==> src/rtl/stream_pair_check.sv <==
// rtl/stream_pair_check.sv - joins a stream with its delayed bitwise inverse, recovers A, counts errors.
// Optional registered output path: define STREAM_PAIR_CHECK_OUT_REG_EN.
module stream_pair_check #(
    parameter int WIDTH     = 32,
    parameter int CNT_WIDTH = 16
) (
    input  logic                 clk,
    input  logic                 reset,
    input  logic                 clear,
    input  logic [WIDTH-1:0]     a_tdata,
    input  logic                 a_tlast,
    input  logic                 a_tvalid,
    output logic                 a_tready,
    input  logic [WIDTH-1:0]     b_tdata,
    input  logic                 b_tlast,
    input  logic                 b_tvalid,
    output logic                 b_tready,
    output logic [WIDTH-1:0]     o_tdata,
    output logic                 o_tlast,
    output logic                 o_tvalid,
    input  logic                 o_tready,
    output logic [CNT_WIDTH-1:0] err_count,
    output logic [CNT_WIDTH-1:0] pkt_count,
    output logic                 mismatch,
    output logic                 resync
);

    typedef enum logic [1:0] {
        S_JOIN    = 2'd0,
        S_DRAIN_A = 2'd1,
        S_DRAIN_B = 2'd2
    } state_t;

    localparam logic [CNT_WIDTH-1:0] CNT_MAX = '1;

    state_t               state;
    logic                 flush;
    logic                 out_ready;
    logic                 join_ok;
    logic                 data_mm;
    logic                 last_mm;
    logic                 out_last;
    logic [1:0]           err_inc;
    logic [CNT_WIDTH:0]   err_sum;
    logic [CNT_WIDTH-1:0] err_next;

    assign flush    = reset | clear;
    assign data_mm  = (b_tdata != ~a_tdata);
    assign last_mm  = a_tlast ^ b_tlast;
    assign out_last = a_tlast | b_tlast;

    // Both streams are taken together or not at all, so they can never slip apart while joining.
    assign join_ok  = (state == S_JOIN) & a_tvalid & b_tvalid & out_ready & ~flush;
    assign a_tready = join_ok | (~flush & (state == S_DRAIN_A));
    assign b_tready = join_ok | (~flush & (state == S_DRAIN_B));

    always_comb begin
        err_inc  = {1'b0, join_ok & data_mm} + {1'b0, join_ok & last_mm};
        err_sum  = {1'b0, err_count} + {{(CNT_WIDTH-1){1'b0}}, err_inc};
        err_next = err_sum[CNT_WIDTH] ? CNT_MAX : err_sum[CNT_WIDTH-1:0];
    end

    always_ff @(posedge clk) begin
        if (flush) begin
            state     <= S_JOIN;
            err_count <= '0;
            pkt_count <= '0;
            mismatch  <= 1'b0;
            resync    <= 1'b0;
        end else begin
            mismatch  <= join_ok & data_mm;
            resync    <= join_ok & last_mm;
            err_count <= err_next;
            // Counted at the join so both output builds share identical counter timing.
            if (join_ok && out_last && (pkt_count != CNT_MAX))
                pkt_count <= pkt_count + CNT_WIDTH'(1);
            case (state)
                S_JOIN: begin
                    if (join_ok && a_tlast && !b_tlast)
                        state <= S_DRAIN_B;
                    else if (join_ok && b_tlast && !a_tlast)
                        state <= S_DRAIN_A;
                end
                S_DRAIN_A: begin
                    if (a_tvalid && a_tlast)
                        state <= S_JOIN;
                end
                S_DRAIN_B: begin
                    if (b_tvalid && b_tlast)
                        state <= S_JOIN;
                end
                default: state <= S_JOIN;
            endcase
        end
    end

`ifdef STREAM_PAIR_CHECK_OUT_REG_EN
    logic [WIDTH:0] mem [2];
    logic           wr_ptr;
    logic           rd_ptr;
    logic [1:0]     count;
    logic           pop;

    assign out_ready = (count != 2'd2);
    assign pop       = (count != 2'd0) & o_tready;
    assign o_tvalid  = (count != 2'd0);
    assign o_tdata   = mem[rd_ptr][WIDTH-1:0];
    assign o_tlast   = mem[rd_ptr][WIDTH];

    always_ff @(posedge clk) begin
        if (join_ok)
            mem[wr_ptr] <= {out_last, a_tdata};
    end

    always_ff @(posedge clk) begin
        if (flush) begin
            wr_ptr <= 1'b0;
            rd_ptr <= 1'b0;
            count  <= 2'd0;
        end else begin
            if (join_ok)
                wr_ptr <= ~wr_ptr;
            if (pop)
                rd_ptr <= ~rd_ptr;
            count <= count + {1'b0, join_ok} - {1'b0, pop};
        end
    end
`else
    assign out_ready = o_tready;
    assign o_tvalid  = (state == S_JOIN) & a_tvalid & b_tvalid & ~flush;
    assign o_tdata   = a_tdata;
    assign o_tlast   = out_last;
`endif

endmodule

==> config.mk <==
export PLATFORM = sky130hd
export DESIGN_NAME = stream_pair_check
export DESIGN_NICKNAME = d
export VERILOG_FILES = /design/src/rtl/stream_pair_check.sv
export SDC_FILE = /design/constraint.sdc
export NUM_CORES = 1
export LEC_CHECK = 0
export ABC_AREA = 1
export CAP_MARGIN = 20
export CORE_MARGIN = 2
export CORE_UTILIZATION = 33
export DETAILED_ROUTE_END_ITERATION = 7
export PLACE_DENSITY = 0.68
export SKIP_LAST_GASP = 1
export SLEW_MARGIN = 20
export SYNTH_ARGS = -nofsm -noshare
export SYNTH_HDL_FRONTEND = slang
export SYNTH_SLANG_ARGS = --single-unit
==> constraint.sdc <==
create_clock -name clk -period 7.3 [get_ports clk]
set_input_delay 1.46 -clock clk [delete_from_list [all_inputs] [get_ports clk]]
set_output_delay 1.46 -clock clk [all_outputs]
set_load 0.02 [all_outputs]
==> metrics, run 1 <==
outcome completed; post-route ant nets 0; worst hold path class reg2reg; Arr. time, crit path 3.96 ns; Final Max Slew Viols 0; CTS sink cnt 36; cell internal pwr 0.336 mW; H-tree depth 2; crit path capture type output pin; Post-Syn Area 2850 um2; Buffers & Inverters on Critical Path 3; antenna violations before repair 0; P_sw 0.119 mW; Leakage 1.76 nW; Post-Synthesis Cells 481; share of total power in the clock network 0.326; die area 9380 um2; die height 96.9 um; core area 8300 um2; Critical-path top delay cell clkdlybuf4s50_1; Reg power frac 0.433; critical path class in2out; Antenna Cells 0; Setup Skew 0.00634 ns; Yosys Warn Count 0; initial DRC count 81; Worst VDD drop 0.0585 mV; GP Congestion 0.903; wire per inst 11.0 um; final setup vio count 0; Post-DP HPWL 6.34 mm; Tot Pwr 0.454 mW; Starting Density 0.343; hold_buf cts 0; Req. time, crit path 5.84 ns; post-layout min period 5.42 ns; via count 3132; maximum clock rate 184 MHz; final setup TNS 0 ns; I/O pin count 142; endpoints failing hold 0; CTS tree built; largest net degree at the start of global routing 30; DRC viols 0; CTS buffer count 5; Horiz. Die Dim 96.9 um; vias per inst 4.49; Worst path top cell family by delay buffers and inverters; post-CTS setup buffer count 0; GRT overflow 0; CTS Buffer Depth 2; worst-margin pin slew 0.980 ns; # nets final 667; CP max stage delay 0.65 ns; register area share after synthesis 0.253; clk_lat worst skew 0.29 ns; max_cap viols 0; worst path cell trace clkdlybuf4s50_1 -> nor2_1 -> inv_1 -> nor3_1 -> clkdlybuf4s50_1; cell repeated most along the worst path clkdlybuf4s50_1; fin crit share 0.743; switch share 0.261; vias in the first global route 3059; CTS resizes 0; Power Dens Cells 108 nW/um2; count of different cell masters after synthesis 24; FF+latch count, synth 36; Routed Wire Length 7.69 mm; Area Overhead vs Synth 47.6%; Worst Path Max Fanout 29; GRT Total Usage 0.164; share of cells above drive strength 1 0.0321; syn nets 557; CTS root buffer clkbuf_8; CP Launch Type primary input; syn avg cell area 5.92 um2; row count 33; DRT Pass-1 Iters 4; first-pass GRT wire length 13.2 mm; Gate power share 0.241; setup repair after global routing missed its margin no; CTS clk-pin slew, worst paths 0.07 ns; Slew Limit Headroom 0.346; Port-buffer cells 141
==> logic make-up after synthesis <==
group,after synthesis,synth area share
fa+ha+maj,4,0.0202
simple gates,266,0.389
compound gates,40,0.0730
flops,36,0.253
xor+xnor,22,0.0677
buf+inv,113,0.197
==> tightest hold or removal path: stages (launching register included) <==
cell and delay (ns):
dfxtp_1 0.34, nand2_1 0.07, a21oi_1 0.06
==> through the flow <==
step	std cells	setup WS (ns)	utilization	area (um2)	hold WS (ns)
after floorplan	481	3.41	-	2850	0.500
after global placement	689	1.94	0.495	4110	0.501
after detailed placement	689	1.80	0.495	4110	0.508
after CTS	697	1.83	0.506	4200	0.519
after global routing	697	1.65	0.506	4200	0.548
final	697	1.88	0.506	4200	0.513
==> registers in the layout, summed over array words and instances (netlist names) <==
name,cells
state,2
resync,1
pkt_count,16
mismatch,1
err_count,16
==> cell type report <==
cell class,count,area [um2]
clock buffer,8,90.1
fill,839,4100
sequential,36,721
multi-input combinational,332,1570
tap,105,131
timing repair buffer,141,1410
inverter,75,282
==> routing by layer <==
layer	GRT usage	routed length, um	vias up
li1	-	-	1663
met1	0.194	3250	1372
met2	0.296	3880	86
met3	0.0376	444	11
met4	0.0488	106	0
met5	0	0	-
==> power by group through the flow <==
| stage | logic, mW | clock network [mW] | registers, mW |
|---|---|---|---|
| after floorplan | 0.0545 | 0 | 0.202 |
| after global placement | 0.109 | 0 | 0.201 |
| after detailed placement | 0.111 | 0 | 0.201 |
| after CTS | 0.111 | 0.154 | 0.197 |
| after global routing | 0.119 | 0.160 | 0.197 |
| final | 0.110 | 0.148 | 0.197 |
==> layout by cell type (no fill, tap or decap), types with 6 or more instances in the layout <==
cell | Yosys | final
xnor2_1 | 12 | 12
clkdlybuf4s50_1 | 0 | 141
nor2_1 | 51 | 51
clkbuf_8 | 0 | 6
nand4_1 | 10 | 10
inv_1 | 74 | 74
o21ai_0 | 10 | 10
a21oi_1 | 28 | 28
dfxtp_1 | 36 | 36
nand2_1 | 173 | 173
nand3_1 | 18 | 18
xor2_1 | 10 | 10
==> Yosys cell counts, drive strengths merged <==
master | number | area (um2)
a21oi | 30 | 158
and3 | 1 | 6.26
buf | 35 | 267
clkbuf | 3 | 11.3
dfxtp | 36 | 721
fa | 1 | 20.0
ha | 3 | 37.5
inv | 75 | 282
nand2 | 177 | 684
nand3 | 18 | 90.1
nand3b | 2 | 15.0
nand4 | 10 | 62.6
nor2 | 57 | 244
nor3 | 1 | 5.00
o21ai | 10 | 50.1
xnor2 | 12 | 105
xor2 | 10 | 87.6
==> final timing paths <==
kind                                                 start                         end  slack (ns)  cells past startpoint
worst max-delay path                                 clear                    o_tvalid        1.88                      5
worst min-delay path            pkt_count[15]$_SDFFE_PP0P_  pkt_count[15]$_SDFFE_PP0P_        0.51                      2
worst max register to register       state[0]$_SDFFE_PP0P_    err_count[11]$_SDFF_PP0_        4.49                     17
worst min register to register  pkt_count[15]$_SDFFE_PP0P_  pkt_count[15]$_SDFFE_PP0P_        0.51                      2
(Power assumes the default switching activity.)
==> inputs of run 2 (changes only) <==
==> constraint.sdc (replaced) <==
create_clock -name clk -period 5.44 [get_ports clk]
set_input_delay 1.088 -clock clk [delete_from_list [all_inputs] [get_ports clk]]
set_output_delay 1.088 -clock clk [all_outputs]
set_load 0.02 [all_outputs]
==> metrics, run 2 (synthesis gave the netlist of run 1 again) <==
share of cells above drive strength 1 0.0337 (was 0.0321); max_cap viols 0 (unchanged); worst path cell trace clkdlybuf4s50_1 -> nor2_1 -> nand3_1 -> nand2_1 -> clkdlybuf4s50_1 (was clkdlybuf4s50_1 -> nor2_1 -> inv_1 -> nor3_1 -> clkdlybuf4s50_1); CTS buffer count 5 (unchanged); Starting Density 0.343 (unchanged); CTS Buffer Depth 2 (unchanged); H-tree depth 2 (unchanged); wire per inst 11.0 um (about the same); post-CTS setup buffer count 0 (unchanged); # nets final 668 (was 667); Routed Wire Length 7.70 mm (was 7.69 mm); CP Launch Type primary input (unchanged); Post-DP HPWL 6.40 mm (was 6.34 mm); first-pass GRT wire length 13.5 mm (was 13.2 mm); clk_lat worst skew 0.28 ns (was 0.29 ns); CTS tree built (unchanged); Worst path top cell family by delay buffers and inverters (unchanged); most common cell after layout, fill and taps aside nand2_1 (unchanged); Slew Limit Headroom 0.553 (was 0.346); die height 96.9 um (unchanged); post-layout min period 4.10 ns; Post-DP Area 4120 um2 (was 4110 um2); maximum clock rate 244 MHz; GRT overflow 0 (unchanged); final setup TNS 0 ns (unchanged); antenna violations before repair 0 (unchanged); DRT Pass-1 Iters 4 (unchanged); vias per inst 4.41 (was 4.49); Worst Slack Setup Final 1.34 ns (was 1.88 ns); CTS sink cnt 36 (unchanged); hold_buf cts 0 (unchanged); CTS root buffer clkbuf_8 (unchanged); CTS clk-pin slew, worst paths 0.07 ns (about the same); Req. time, crit path 4.35 ns (was 5.84 ns); final setup vio count 0 (unchanged); GRT Total Usage 0.170 (was 0.164); DRC viols 0 (unchanged); die area 9380 um2 (unchanged); top flop regs err_count (16), pkt_count (16), state (2) (unchanged); initial DRC count 111 (was 81); post-route ant nets 0 (unchanged); Horiz. Die Dim 96.9 um (unchanged); Arr. time, crit path 3.01 ns (was 3.96 ns); CP max stage delay 0.61 ns (was 0.65 ns); largest net degree at the start of global routing 29 (was 30); fin crit share 0.753; cell repeated most along the worst path clkdlybuf4s50_1 (unchanged); crit path capture type output pin (unchanged); Power Dens Cells 144 nW/um2 (was 108 nW/um2); most frequent cells in the layout nand2_1, clkdlybuf4s50_1, inv_1 (unchanged); Buffers & Inverters on Critical Path 2 (was 3); Port-buffer cells 141 (unchanged); via count 3080 (was 3132); Setup Skew 0.00884 ns (was 0.00634 ns); outcome completed (unchanged); critical path class in2out (unchanged); Antenna Cells 0 (unchanged); Area Overhead vs Synth 47.9% (was 47.6%); setup repair after global routing missed its margin no (unchanged); I/O pin count 142 (unchanged); Critical-path top delay cell clkdlybuf4s50_1 (unchanged); core area 8300 um2 (unchanged); worst hold path class reg2reg (unchanged); row count 33 (unchanged); Setup WS pre-CTS 1.08 ns (was 1.80 ns); Worst Path Max Fanout 11 (was 29); Leakage 1.76 nW (about the same); GP Congestion 0.922 (was 0.903); CTS resizes 0 (unchanged); Final Max Slew Viols 0 (unchanged); endpoints failing hold 0 (unchanged); fin area 4210 um2 (was 4200 um2); worst-margin pin slew 0.669 ns (was 0.980 ns); Worst VDD drop 0.0935 mV (was 0.0585 mV); vias in the first global route 3035 (was 3059)
## run 2: cell count changes in the layout (fill, tap and decap cells not counted)
| cell | delta |
|---|---|
| buf_4 | +1 |
## run 2: where the power goes
part,total [mW],internal [mW],switching (mW)
Combinational,0.148,0.0838,0.0640
Sequential,0.264,0.264,0.000223
Clock,0.193,0.103,0.0894
Total,0.605,0.451,0.154
## run 2: area by class of cell
| type | count | area, um2 |
|---|---|---|
| Clock buffer | 8 | 90.1 |
| Fill cell | 860 | 4090 |
| Inverter | 75 | 282 |
| Multi-Input combinational cell | 332 | 1570 |
| Sequential cell | 36 | 721 |
| Tap cell | 105 | 131 |
| Timing Repair Buffer | 142 | 1420 |
## run 2: final timing paths
kind                                          startpoint                       end  slack (ns)  cells past startpoint
worst max register to register     state[0]$_SDFFE_PP0P_  err_count[10]$_SDFF_PP0_        2.62                     17
worst max-delay path                               clear                  b_tready        1.34                      5
worst min-delay path            err_count[12]$_SDFF_PP0_  err_count[12]$_SDFF_PP0_        0.51                      2
worst min register to register  err_count[12]$_SDFF_PP0_  err_count[12]$_SDFF_PP0_        0.51                      2
## run 2: metrics by stage
stage	std cells	hold WS (ns)	util	total power, mW
final	698	0.514	0.507	0.605
after global routing	698	0.547	0.507	0.637
after CTS	698	0.515	0.507	0.614
after detailed placement	690	0.505	0.496	0.419
after global placement	690	0.498	0.496	0.417
after floorplan	481	0.500	-	0.344
## run 2: worst reg2reg max path: cells and delay by family (launching register included)
family / cells / cell delay, ns
buffers and inverters: 4 / 0.40
flip-flops: 1 / 0.32
AND/OR/NAND/NOR: 11 / 1.41
adder cells (fa/ha/maj): 2 / 0.63
## run 2: layer usage
metal / track usage / wire, um
met1: 0.197 / 3270
met2: 0.317 / 3950
met3: 0.0419 / 410
met4: 0.0282 / 74
met5: 0 / 0
==> inputs of run 3 (changes only) <==
==> constraint.sdc (replaced) <==
create_clock -name clk -period 4.2 [get_ports clk]
set_input_delay 0.84 -clock clk [delete_from_list [all_inputs] [get_ports clk]]
set_output_delay 0.84 -clock clk [all_outputs]
set_load 0.02 [all_outputs]
==> metrics, run 3 (synthesis gave the netlist of run 1 again) <==
largest net degree at the start of global routing 29 (unchanged); row count 33 (unchanged); Port-buffer cells 141 (unchanged); wire per inst 11.2 um (was 11.0 um); Worst VDD drop 0.109 mV (was 0.0935 mV); Arr. time, crit path 3.69 ns (was 3.01 ns); Worst Path Max Fanout 10 (was 11); vias in the first global route 3013 (was 3035); GRT overflow 0 (unchanged); Antenna Cells 0 (unchanged); antenna violations before repair 0 (unchanged); via count 3143 (was 3080); die area 9380 um2 (unchanged); final setup vio count 0 (unchanged); top flop regs err_count (16), pkt_count (16), state (2) (unchanged); Routed Wire Length 7.79 mm (was 7.70 mm); post-CTS setup buffer count 0 (unchanged); CTS Buffer Depth 2 (unchanged); I/O pin count 142 (unchanged); crit path capture type flip-flop (was output pin); worst hold path class reg2reg (unchanged); CTS clk-pin slew, worst paths 0.07 ns (about the same); vias per inst 4.50 (was 4.41); CTS sink cnt 36 (unchanged); share of cells above drive strength 1 0.0354 (was 0.0337); die height 96.9 um (unchanged); most frequent cells in the layout nand2_1, clkdlybuf4s50_1, inv_1 (unchanged); initial DRC count 75 (was 111); Slew Limit Headroom 0.554 (was 0.553); hold_buf cts 0 (unchanged); outcome completed (unchanged); Final Max Slew Viols 0 (unchanged); max_cap viols 0 (unchanged); maximum clock rate 288 MHz; CP Launch Type primary input (unchanged); CTS root buffer clkbuf_8 (unchanged); most common cell after layout, fill and taps aside nand2_1 (unchanged); Leakage 1.76 nW (about the same); core area 8300 um2 (unchanged); CTS tree built (unchanged); worst-margin pin slew 0.668 ns (was 0.669 ns); Post-DP HPWL 6.47 mm (was 6.40 mm); clk_lat worst skew 0.28 ns (about the same); final setup TNS 0 ns (unchanged); H-tree depth 2 (unchanged); critical path class in2reg (was in2out); Area Overhead vs Synth 47.7% (was 47.9%); first-pass GRT wire length 13.3 mm (was 13.5 mm); Horiz. Die Dim 96.9 um (unchanged); setup repair after global routing missed its margin no (unchanged); GRT Total Usage 0.166 (was 0.170); Setup Skew 0.00700 ns (was 0.00884 ns); DRT Pass-1 Iters 4 (unchanged); CTS buffer count 5 (unchanged); Starting Density 0.343 (unchanged); DRC viols 0 (unchanged); Layout Utilization 0.506 (was 0.507); fin crit share 0.828; CTS resizes 0 (unchanged); GP Congestion 0.821 (was 0.922); Req. time, crit path 4.41 ns (was 4.35 ns); post-route ant nets 0 (unchanged); # nets final 669 (was 668); Power Dens Cells 183 nW/um2 (was 144 nW/um2); endpoints failing hold 0 (unchanged); post-layout min period 3.48 ns
==> run 3: final timing paths <==
check | endpoint | startpoint | depth (start not counted) | slack, ns
hold reg to reg | pkt_count[0]$_SDFFE_PP0P_ | pkt_count[0]$_SDFFE_PP0P_ | 2 | 0.53
setup reg to reg | err_count[8]$_SDFF_PP0_ | state[0]$_SDFFE_PP0P_ | 15 | 1.47
hold / removal | pkt_count[0]$_SDFFE_PP0P_ | pkt_count[0]$_SDFFE_PP0P_ | 2 | 0.53
setup / recovery | err_count[8]$_SDFF_PP0_ | a_tvalid | 15 | 0.72
==> run 3: through the flow <==
step                      setup WS, ns  hold slack [ns]  cells  instance area (um2)  power [mW]
after detailed placement         0.440            0.503    691                 4130       0.544
after CTS                        0.714            0.523    698                 4200       0.778
after global placement           0.591            0.497    691                 4130       0.542
after global routing             0.415            0.553    698                 4200       0.807
final                            0.723            0.525    698                 4200       0.767
after floorplan                   1.32            0.500    481                 2850       0.445
==> run 3: layout make-up <==
class	instances	area [um2]
clock buffers	6	72.6
clock inverters	1	5.00
fillers	839	4100
inverters	75	282
multi-input cells	332	1570
flip-flops and latches	36	721
well taps	105	131
repair buffers	143	1430
==> run 3: power breakdown <==
part	internal [mW]	total, mW	switching, mW
Clock	0.113	0.232	0.120
Sequential	0.342	0.342	0.000285
Combinational	0.109	0.193	0.0839
Total	0.564	0.767	0.204
==> run 3: per-layer routing <==
metal | wire, um | vias up | global-route usage
li1 | - | 1651 | -
met1 | 3230 | 1396 | 0.196
met2 | 4020 | 88 | 0.308
met3 | 496 | 8 | 0.0383
met4 | 49 | 0 | 0.0293
met5 | 0 | - | 0
==> run 3: worst max-delay path: stages <==
cell and delay (ns):
clkdlybuf4s50_1 0.49, nand2_1 0.10, nor2_1 0.15, nand3_1 0.16, inv_1 0.14, o21ai_0 0.12
fa_1 0.39, inv_1 0.08, ha_1 0.20, nand3_1 0.11, nor2_1 0.20, nand3_1 0.18
nor2_2 0.16, nand2_2 0.16, a21oi_1 0.19
